<file path="config.mk">
export PLATFORM = sky130hd
export DESIGN_NAME = logic_unit_pipe_flat
export DESIGN_NICKNAME = d
export VERILOG_FILES = /design/src/rtl/logic_unit_pipe_if.sv /design/src/rtl/logic_unit_pipe.sv /design/src/flat_wrapper.sv
export SDC_FILE = /design/constraint.sdc
export NUM_CORES = 1
export LEC_CHECK = 0
export BUFFER_PORTS_ARGS = -buffer_cell sky130_fd_sc_hd__clkbuf_2
export CAP_MARGIN = 20
export CORE_MARGIN = 1.5
export CORE_UTILIZATION = 59
export CTS_BUF_LIST = sky130_fd_sc_hd__clkbuf_8
export CTS_CLUSTER_SIZE = 40
export DETAILED_ROUTE_END_ITERATION = 10
export PLACE_DENSITY_LB_ADDON = 0.1
export SETUP_SLACK_MARGIN = 0.5
export SYNTH_ARGS = -nofsm -noshare
export SYNTH_HDL_FRONTEND = slang
export SYNTH_SLANG_ARGS = --single-unit
</file>
<file path="constraint.sdc">
create_clock -name clk -period 2.82 [get_ports clk]
set_input_delay 0.141 -clock clk [delete_from_list [all_inputs] [get_ports clk]]
set_output_delay 0.141 -clock clk [all_outputs]
set_load 0.01 [all_outputs]
</file>
<file path="src/rtl/logic_unit_pipe_if.sv">
// Handshake bundle for logic_unit_pipe: request side (in_*) and response side (out_*).
// Optional popcount op selected in the block by macro LOGIC_UNIT_POPCNT_EN.
//
// Valid/ready semantics: a beat transfers on a rising clk edge where valid && ready.
// A producer holding valid keeps its payload stable until the transfer. ready may
// depend combinationally on the consumer's downstream ready, but never on valid.
interface logic_unit_pipe_if #(
    parameter int WIDTH = 32,
    parameter int TAG_W = 4
);
    logic             in_valid;
    logic             in_ready;
    logic [2:0]       in_op;
    logic [WIDTH-1:0] in_a;
    logic [WIDTH-1:0] in_b;
    logic [TAG_W-1:0] in_tag;
    logic             out_valid;
    logic             out_ready;
    logic [WIDTH-1:0] out_result;
    logic [TAG_W-1:0] out_tag;
    logic             out_zero;
    logic             out_parity;

    // Upstream producer / downstream consumer side.
    modport master (
        output in_valid, in_op, in_a, in_b, in_tag, out_ready,
        input  in_ready, out_valid, out_result, out_tag, out_zero, out_parity
    );

    // The logic unit itself.
    modport slave (
        input  in_valid, in_op, in_a, in_b, in_tag, out_ready,
        output in_ready, out_valid, out_result, out_tag, out_zero, out_parity
    );
endinterface

</file>
<file path="src/rtl/logic_unit_pipe.sv">
// logic_unit_pipe: two-stage pipelined bitwise logic unit with tag passthrough and
// zero/parity flags. S1 holds the accepted operands, S2 holds the registered result.
// Macro LOGIC_UNIT_POPCNT_EN: when defined, op 111 returns popcount(A); otherwise
// op 111 passes A through unchanged and no counting logic exists.
module logic_unit_pipe #(
    parameter int WIDTH = 32,
    parameter int TAG_W = 4
) (
    input logic              clk,
    input logic              reset,
    logic_unit_pipe_if.slave bus
);

    localparam logic [2:0] OP_AND  = 3'b000;
    localparam logic [2:0] OP_OR   = 3'b001;
    localparam logic [2:0] OP_XOR  = 3'b010;
    localparam logic [2:0] OP_NOR  = 3'b011;
    localparam logic [2:0] OP_ANDN = 3'b100;
    localparam logic [2:0] OP_ORN  = 3'b101;
    localparam logic [2:0] OP_XNOR = 3'b110;

`ifdef LOGIC_UNIT_POPCNT_EN
    // Count never exceeds WIDTH, so the upper result bits stay zero.
    function automatic logic [WIDTH-1:0] popcnt(input logic [WIDTH-1:0] v);
        logic [WIDTH-1:0] c;
        c = '0;
        for (int i = 0; i < WIDTH; i++) begin
            c = c + {{(WIDTH-1){1'b0}}, v[i]};
        end
        return c;
    endfunction
`endif

    // Stage 1: accepted operands.
    logic             s1_valid_q, s1_valid_d;
    logic [2:0]       s1_op_q, s1_op_d;
    logic [WIDTH-1:0] s1_a_q, s1_a_d;
    logic [WIDTH-1:0] s1_b_q, s1_b_d;
    logic [TAG_W-1:0] s1_tag_q, s1_tag_d;

    // Stage 2: result and flags presented downstream.
    logic             s2_valid_q, s2_valid_d;
    logic [WIDTH-1:0] s2_result_q, s2_result_d;
    logic [TAG_W-1:0] s2_tag_q, s2_tag_d;
    logic             s2_zero_q, s2_zero_d;
    logic             s2_parity_q, s2_parity_d;

    logic             s2_free;
    logic             s1_adv;
    logic             in_ready;
    logic             accept;
    logic [WIDTH-1:0] s1_result;

    // Handshake control: in_ready looks only at pipeline state and out_ready.
    always_comb begin
        s2_free  = !s2_valid_q || bus.out_ready;
        s1_adv   = s1_valid_q && s2_free;
        in_ready = !s1_valid_q || s1_adv;
        accept   = bus.in_valid && in_ready;
    end

    // Op decode on the S1 operands.
    always_comb begin
        s1_result = '0;
        unique case (s1_op_q)
            OP_AND:  s1_result = s1_a_q & s1_b_q;
            OP_OR:   s1_result = s1_a_q | s1_b_q;
            OP_XOR:  s1_result = s1_a_q ^ s1_b_q;
            OP_NOR:  s1_result = ~(s1_a_q | s1_b_q);
            OP_ANDN: s1_result = s1_a_q & ~s1_b_q;
            OP_ORN:  s1_result = s1_a_q | ~s1_b_q;
            OP_XNOR: s1_result = ~(s1_a_q ^ s1_b_q);
            default: begin
`ifdef LOGIC_UNIT_POPCNT_EN
                s1_result = popcnt(s1_a_q);
`else
                s1_result = s1_a_q;
`endif
            end
        endcase
    end

    // Next-state for both stages; payload registers only load on a transfer.
    always_comb begin
        s1_valid_d = s1_valid_q;
        s1_op_d    = s1_op_q;
        s1_a_d     = s1_a_q;
        s1_b_d     = s1_b_q;
        s1_tag_d   = s1_tag_q;
        if (accept) begin
            s1_valid_d = 1'b1;
            s1_op_d    = bus.in_op;
            s1_a_d     = bus.in_a;
            s1_b_d     = bus.in_b;
            s1_tag_d   = bus.in_tag;
        end else if (s1_adv) begin
            s1_valid_d = 1'b0;
        end

        s2_valid_d  = s2_valid_q;
        s2_result_d = s2_result_q;
        s2_tag_d    = s2_tag_q;
        s2_zero_d   = s2_zero_q;
        s2_parity_d = s2_parity_q;
        if (s1_adv) begin
            s2_valid_d  = 1'b1;
            s2_result_d = s1_result;
            s2_tag_d    = s1_tag_q;
            s2_zero_d   = (s1_result == '0);
            s2_parity_d = ^s1_result;
        end else if (bus.out_ready) begin
            s2_valid_d = 1'b0;
        end
    end

    // Pipeline registers; reset drops in-flight ops and clears the output word.
    always_ff @(posedge clk) begin
        if (reset) begin
            s1_valid_q  <= 1'b0;
            s1_op_q     <= '0;
            s1_a_q      <= '0;
            s1_b_q      <= '0;
            s1_tag_q    <= '0;
            s2_valid_q  <= 1'b0;
            s2_result_q <= '0;
            s2_tag_q    <= '0;
            s2_zero_q   <= 1'b0;
            s2_parity_q <= 1'b0;
        end else begin
            s1_valid_q  <= s1_valid_d;
            s1_op_q     <= s1_op_d;
            s1_a_q      <= s1_a_d;
            s1_b_q      <= s1_b_d;
            s1_tag_q    <= s1_tag_d;
            s2_valid_q  <= s2_valid_d;
            s2_result_q <= s2_result_d;
            s2_tag_q    <= s2_tag_d;
            s2_zero_q   <= s2_zero_d;
            s2_parity_q <= s2_parity_d;
        end
    end

    assign bus.in_ready   = in_ready;
    assign bus.out_valid  = s2_valid_q;
    assign bus.out_result = s2_result_q;
    assign bus.out_tag    = s2_tag_q;
    assign bus.out_zero   = s2_zero_q;
    assign bus.out_parity = s2_parity_q;

endmodule
</file>
<file path="src/flat_wrapper.sv">
// flat-port wrapper written by rule: the top's interface ports become plain ports
module logic_unit_pipe_flat 
#(
    parameter int WIDTH = 32,
    parameter int TAG_W = 4
)
  (clk, reset, bus_in_valid, bus_in_op, bus_in_a, bus_in_b, bus_in_tag, bus_out_ready, bus_in_ready, bus_out_valid, bus_out_result, bus_out_tag, bus_out_zero, bus_out_parity);
  logic_unit_pipe_if #(.WIDTH(WIDTH), .TAG_W(TAG_W)) bus_i ();
  input logic clk;
  input logic reset;
  input wire logic [$bits(bus_i.in_valid)-1:0] bus_in_valid;
  input wire logic [$bits(bus_i.in_op)-1:0] bus_in_op;
  input wire logic [$bits(bus_i.in_a)-1:0] bus_in_a;
  input wire logic [$bits(bus_i.in_b)-1:0] bus_in_b;
  input wire logic [$bits(bus_i.in_tag)-1:0] bus_in_tag;
  input wire logic [$bits(bus_i.out_ready)-1:0] bus_out_ready;
  output wire logic [$bits(bus_i.in_ready)-1:0] bus_in_ready;
  output wire logic [$bits(bus_i.out_valid)-1:0] bus_out_valid;
  output wire logic [$bits(bus_i.out_result)-1:0] bus_out_result;
  output wire logic [$bits(bus_i.out_tag)-1:0] bus_out_tag;
  output wire logic [$bits(bus_i.out_zero)-1:0] bus_out_zero;
  output wire logic [$bits(bus_i.out_parity)-1:0] bus_out_parity;
  assign bus_i.in_valid = bus_in_valid;
  assign bus_i.in_op = bus_in_op;
  assign bus_i.in_a = bus_in_a;
  assign bus_i.in_b = bus_in_b;
  assign bus_i.in_tag = bus_in_tag;
  assign bus_i.out_ready = bus_out_ready;
  assign bus_in_ready = bus_i.in_ready;
  assign bus_out_valid = bus_i.out_valid;
  assign bus_out_result = bus_i.out_result;
  assign bus_out_tag = bus_i.out_tag;
  assign bus_out_zero = bus_i.out_zero;
  assign bus_out_parity = bus_i.out_parity;
  logic_unit_pipe #(.WIDTH(WIDTH), .TAG_W(TAG_W)) u_core (.clk(clk), .reset(reset), .bus(bus_i));
endmodule
</file>
==> Implementation_results.wiki <==
{| class="wikitable"
! Metric !! Value
|-
| Synth area leaders || sky130_fd_sc_hd__dfxtp_1 (31%), sky130_fd_sc_hd__ha_1 (14%), sky130_fd_sc_hd__nand2_1 (8.0%)
|-
| Sw Ratio || 32.1%
|-
| Worst reg2reg path startpoint || u_core.s1_b_q[10]$_SDFFE_PP0P_
|-
| X dimension of the die || ~110 um
|-
| Number of placed instances, taps included || 1079
|-
| Detailed-route via count || between 7000 and 8000
|-
| Antenna violations before repair || 0
|-
| Fraction of the yosys area taken by sequential cells || between 30% and 40%
|-
| Pin count of the biggest net entering global routing || slightly above 70
|-
| Power Dens Cells || 479 nW/um2
|-
| F_max || between 300 and 400 MHz
|-
| Largest driver fanout on the critical path || 5
|-
| Time the final worst path needs with I/O delays and setup || about 2.7 ns
|-
| Design internal power || ~0.003 W
|-
| Number of detailed-route iterations in the first pass || 5
|-
| Fraction of layout instances using a drive strength above 1 || 27.0%
|-
| Total global-route track usage || between 30% and 40%
|-
| Finished Cell Area || slightly above 9000 um2
|-
| Arrival time of data at the critical path endpoint || around 3 ns
|-
| Max H-tree Level || 3
|-
| Maximum number of buffers from clock root to sink || 2
|-
| Terminus of the critical flop-to-flop path || u_core.bus.out_parity$_SDFFE_PP0P_
|-
| I/O pin count || ~120
|-
| Area added between synthesis and finish || 27.7%
|-
| Sequential fraction of design power || roughly two fifths
|-
| Number of warnings issued by yosys || 0
|-
| Avg Cell Area, Syn || 8.50 um2
|-
| Via-to-Cell Ratio || ~6.0
|-
| Synth top area share || 30.7%
|-
| Leakage || 3.71 nW
|-
| Count of antenna-violating nets left after detailed routing || 0
|-
| Highest-count cells in the layout ignoring fill and taps || sky130_fd_sc_hd__nand2_1 (154), sky130_fd_sc_hd__clkbuf_2 (113), sky130_fd_sc_hd__dfxtp_1 (90)
|-
| Placed Area || just over 8000 um2
|-
| Clock latency of the later-clocked register in the worst-skew pair || 0.39 ns
|-
| Origin of the worst min-delay path || bus_in_b[29]
|-
| Floorplan row count || 40
|-
| Final non-filler cell total || approximately 1200
|-
| Number of nets in the layout || about 1200
|-
| Post-detailed-routing wire length || approximately 22 mm
|-
| Cell accounting for the most synthesized area || sky130_fd_sc_hd__dfxtp_1
|-
| Cell area after technology mapping || 7240 um2
|-
| Net switching component of the power || 0.00142 W
|-
| Worst-case hold slack || 0.0304 ns
|-
| TritonCTS clock tree || done
|-
| Nature of the critical path startpoint || flip-flop
|-
| Global route total overflow || 0
|-
| Vertical die dimension || around 110 um
|-
| Post-synth cell types || 32
|-
| Root buf cell || sky130_fd_sc_hd__clkbuf_8
|-
| Hold Path Class || primary input to flip-flop
|-
| Beginning of the critical path || u_core.s1_b_q[10]$_SDFFE_PP0P_
|-
| Synthesized netlist net count || ~1000
|-
| Synthesized flop and latch total || about 110
|-
| Maximum vdd drop || slightly below 0.0003 V
|-
| Synthesized instance count || ~850
|-
| Critical Path RT || around 3.1 ns
|-
| CP Capture Point || u_core.bus.out_parity$_SDFFE_PP0P_
|-
| Type of the worst setup path || flip-flop to flip-flop
|-
| Outcome || finished clean
|-
| CTS sink count || 111
|-
| Final setup vio count || 0
|-
| Most frequent standard cell in the layout excluding fill and tap cells || sky130_fd_sc_hd__nand2_1
|-
| Initial Utilization || between 60 and 70%
|-
| Max cap viols || 0
|-
| Iteration-0 DRC count of the detailed router || 496
|-
| Floorplan core area || 12000 um2
|-
| Transition at the pin with the smallest max-transition slack || just under 0.9 ns
|-
| Worst Skew || between 0.01 and 0.015 ns
|-
| Setup repair after global routing missed its margin || true
|-
| Port Buf Inserts || approximately 110
|-
| Hold violation count in the final report || 0
|-
| Worst reg-to-reg path cell count || 10
|-
| Global-route wire length before repair || between 30 and 40 mm
|-
| Proportion of power drawn by combinational gates || 33.2%
|-
| Worst Setup End Kind || flip-flop
|-
| Clock network fraction of design power || a little over a quarter
|-
| Aggregate negative setup slack || 0 ns
|-
| Pins over their slew limit || 0
|-
| Post-detail-place hpwl || ~14 mm
|-
| Routability cong. || 0.841
|-
| Vias in the first global route || ~7000
|-
| Slew margin rel. || around two fifths
|-
| Crit share post-route || between 90% and 100%
|-
| Antenna diode instance count || 0
|-
| Area enclosed by the die boundary || ~13000 um2
|-
| Wire length per cell after detailed routing || between 15 and 20 um
|-
| DRC violations left || 0
|-
| Worst R2R Setup Slack || roughly 0.13 ns
|-
| Clock-pin slew on the worst setup and hold paths || 0.11 ns
|-
| CTS buffer count || 9
|-
| Power Total || roughly 0.0044 W
|}
cells by family (layout without fill, tap and decap cells):
| group | count (synthesis) | count (layout) | synth area share, % |
|---|---|---|---|
| AO/OA/AOI/OAI | 270 | 270 | 30.4 |
| XOR/XNOR | 47 | 47 | 5.69 |
| adder cells (fa/ha/maj) | 80 | 80 | 13.8 |
| buffers and inverters | 138 | 316 | 8.06 |
| flip-flops | 111 | 111 | 30.7 |
| AND/OR/NAND/NOR | 206 | 207 | 11.3 |
area by class of cell:
type                       instances  area, um2
clock buffer                      10        138
clock inverter                     6        116
fill                             868       2770
inverter                          64        240
multi-input combinational        604       4530
sequential                       111       2250
tap                              147        184
timing repair buffer             236       1790
through the flow:
step,utilization [%],setup WS [ns]
final,77.0,0.132
after global placement,66.9,-0.00338
after global routing,77.0,0.0688
after CTS,76.8,0.173
after floorplan,-,0.464
after detailed placement,66.9,0.00310
timing repair:
action | 4_1_cts | 5_1_grt
pin swaps | 12 | 3
endpoints found under the setup margin | 2 | 2
setup buffers | 9 | 1
resized for setup | 47 | 4
endpoints found under the hold margin | 69 | 0
hold buffers | 69 | 0
cloned | 4 | 0
routing by layer:
metal  wire length [um]  vias up  track usage [%]
met1               9400     3424             43.6
li1                   -     3342                -
met3               1180       51             4.89
met5                  0        -                0
met4                555        0             13.9
met2              10500      286             58.4
flip-flops by register name, summed over array words and instances (netlist names):
| signal | flops |
|---|---|
| u_core.s1_b_q | 32 |
| u_core.bus.out_valid | 1 |
| u_core.bus.out_tag | 4 |
| u_core.bus.out_result | 32 |
| u_core.s1_a_q | 32 |
| u_core.bus.out_zero | 1 |
| u_core.s1_tag_q | 4 |
| u_core.s1_valid_q | 1 |
| u_core.bus.out_parity | 1 |
| u_core.s1_op_q | 3 |
worst min path at each step:
stage	slack, ns	cells after the start	end
after floorplan	0.26	2	u_core.s1_valid_q$_SDFFE_PP0P_
after global placement	0.36	3	u_core.s1_a_q[11]$_SDFFE_PP0P_
after detailed placement	0.37	3	u_core.s1_a_q[23]$_SDFFE_PP0P_
after CTS	0.006	3	u_core.s1_b_q[29]$_SDFFE_PP0P_
after global routing	0.04	3	u_core.s1_b_q[28]$_SDFFE_PP0P_
final	0.03	3	u_core.s1_b_q[29]$_SDFFE_PP0P_
power groups by stage:
stage	Sequential, W	Combinational (W)	Clock [W]
floorplan	0.00178	0.000930	0
global placement	0.00179	0.00126	0
detailed placement	0.00179	0.00130	0
CTS	0.00176	0.00144	0.00121
global route	0.00177	0.00159	0.00127
finish	0.00176	0.00147	0.00119
cells in the mapped netlist:
| cell type | n |
|---|---|
| sky130_fd_sc_hd__a22oi_1 | 2 |
| sky130_fd_sc_hd__a211oi_1 | 5 |
| sky130_fd_sc_hd__nor2b_1 | 2 |
| sky130_fd_sc_hd__xor2_1 | 2 |
| sky130_fd_sc_hd__nand2_1 | 155 |
| sky130_fd_sc_hd__buf_6 | 5 |
| sky130_fd_sc_hd__nor2_1 | 36 |
| sky130_fd_sc_hd__or2_1 | 1 |
| sky130_fd_sc_hd__a21oi_1 | 78 |
| sky130_fd_sc_hd__nor4_1 | 1 |
| sky130_fd_sc_hd__inv_1 | 64 |
| sky130_fd_sc_hd__nor2_2 | 1 |
| sky130_fd_sc_hd__nand2b_1 | 3 |
| sky130_fd_sc_hd__a2bb2oi_2 | 1 |
| sky130_fd_sc_hd__buf_1 | 1 |
| sky130_fd_sc_hd__xnor2_1 | 45 |
| sky130_fd_sc_hd__o21ai_1 | 1 |
| sky130_fd_sc_hd__nor3_1 | 1 |
| sky130_fd_sc_hd__clkbuf_1 | 56 |
| sky130_fd_sc_hd__and2_1 | 1 |
| sky130_fd_sc_hd__a22oi_2 | 29 |
| sky130_fd_sc_hd__nor2b_4 | 1 |
| sky130_fd_sc_hd__buf_4 | 5 |
| sky130_fd_sc_hd__a22o_1 | 31 |
| sky130_fd_sc_hd__o221ai_1 | 32 |
| sky130_fd_sc_hd__a211oi_2 | 28 |
| sky130_fd_sc_hd__dfxtp_1 | 111 |
| sky130_fd_sc_hd__o21ai_0 | 31 |
| sky130_fd_sc_hd__buf_2 | 7 |
| sky130_fd_sc_hd__ha_1 | 80 |
| sky130_fd_sc_hd__a221o_1 | 32 |
| sky130_fd_sc_hd__nand4_1 | 4 |
worst max-delay path: stages, from the launching register on:
cell and delay (ns):
sky130_fd_sc_hd__dfxtp_1 0.45, sky130_fd_sc_hd__inv_1 0.08, sky130_fd_sc_hd__ha_1 0.33, sky130_fd_sc_hd__a221o_1 0.38, sky130_fd_sc_hd__a22oi_2 0.21, sky130_fd_sc_hd__ha_1 0.27
sky130_fd_sc_hd__xnor2_1 0.14, sky130_fd_sc_hd__xnor2_1 0.27, sky130_fd_sc_hd__xnor2_1 0.14, sky130_fd_sc_hd__xnor2_1 0.13, sky130_fd_sc_hd__a211oi_1 0.20
No activity file was read; power rests on OpenSTA's default activity.
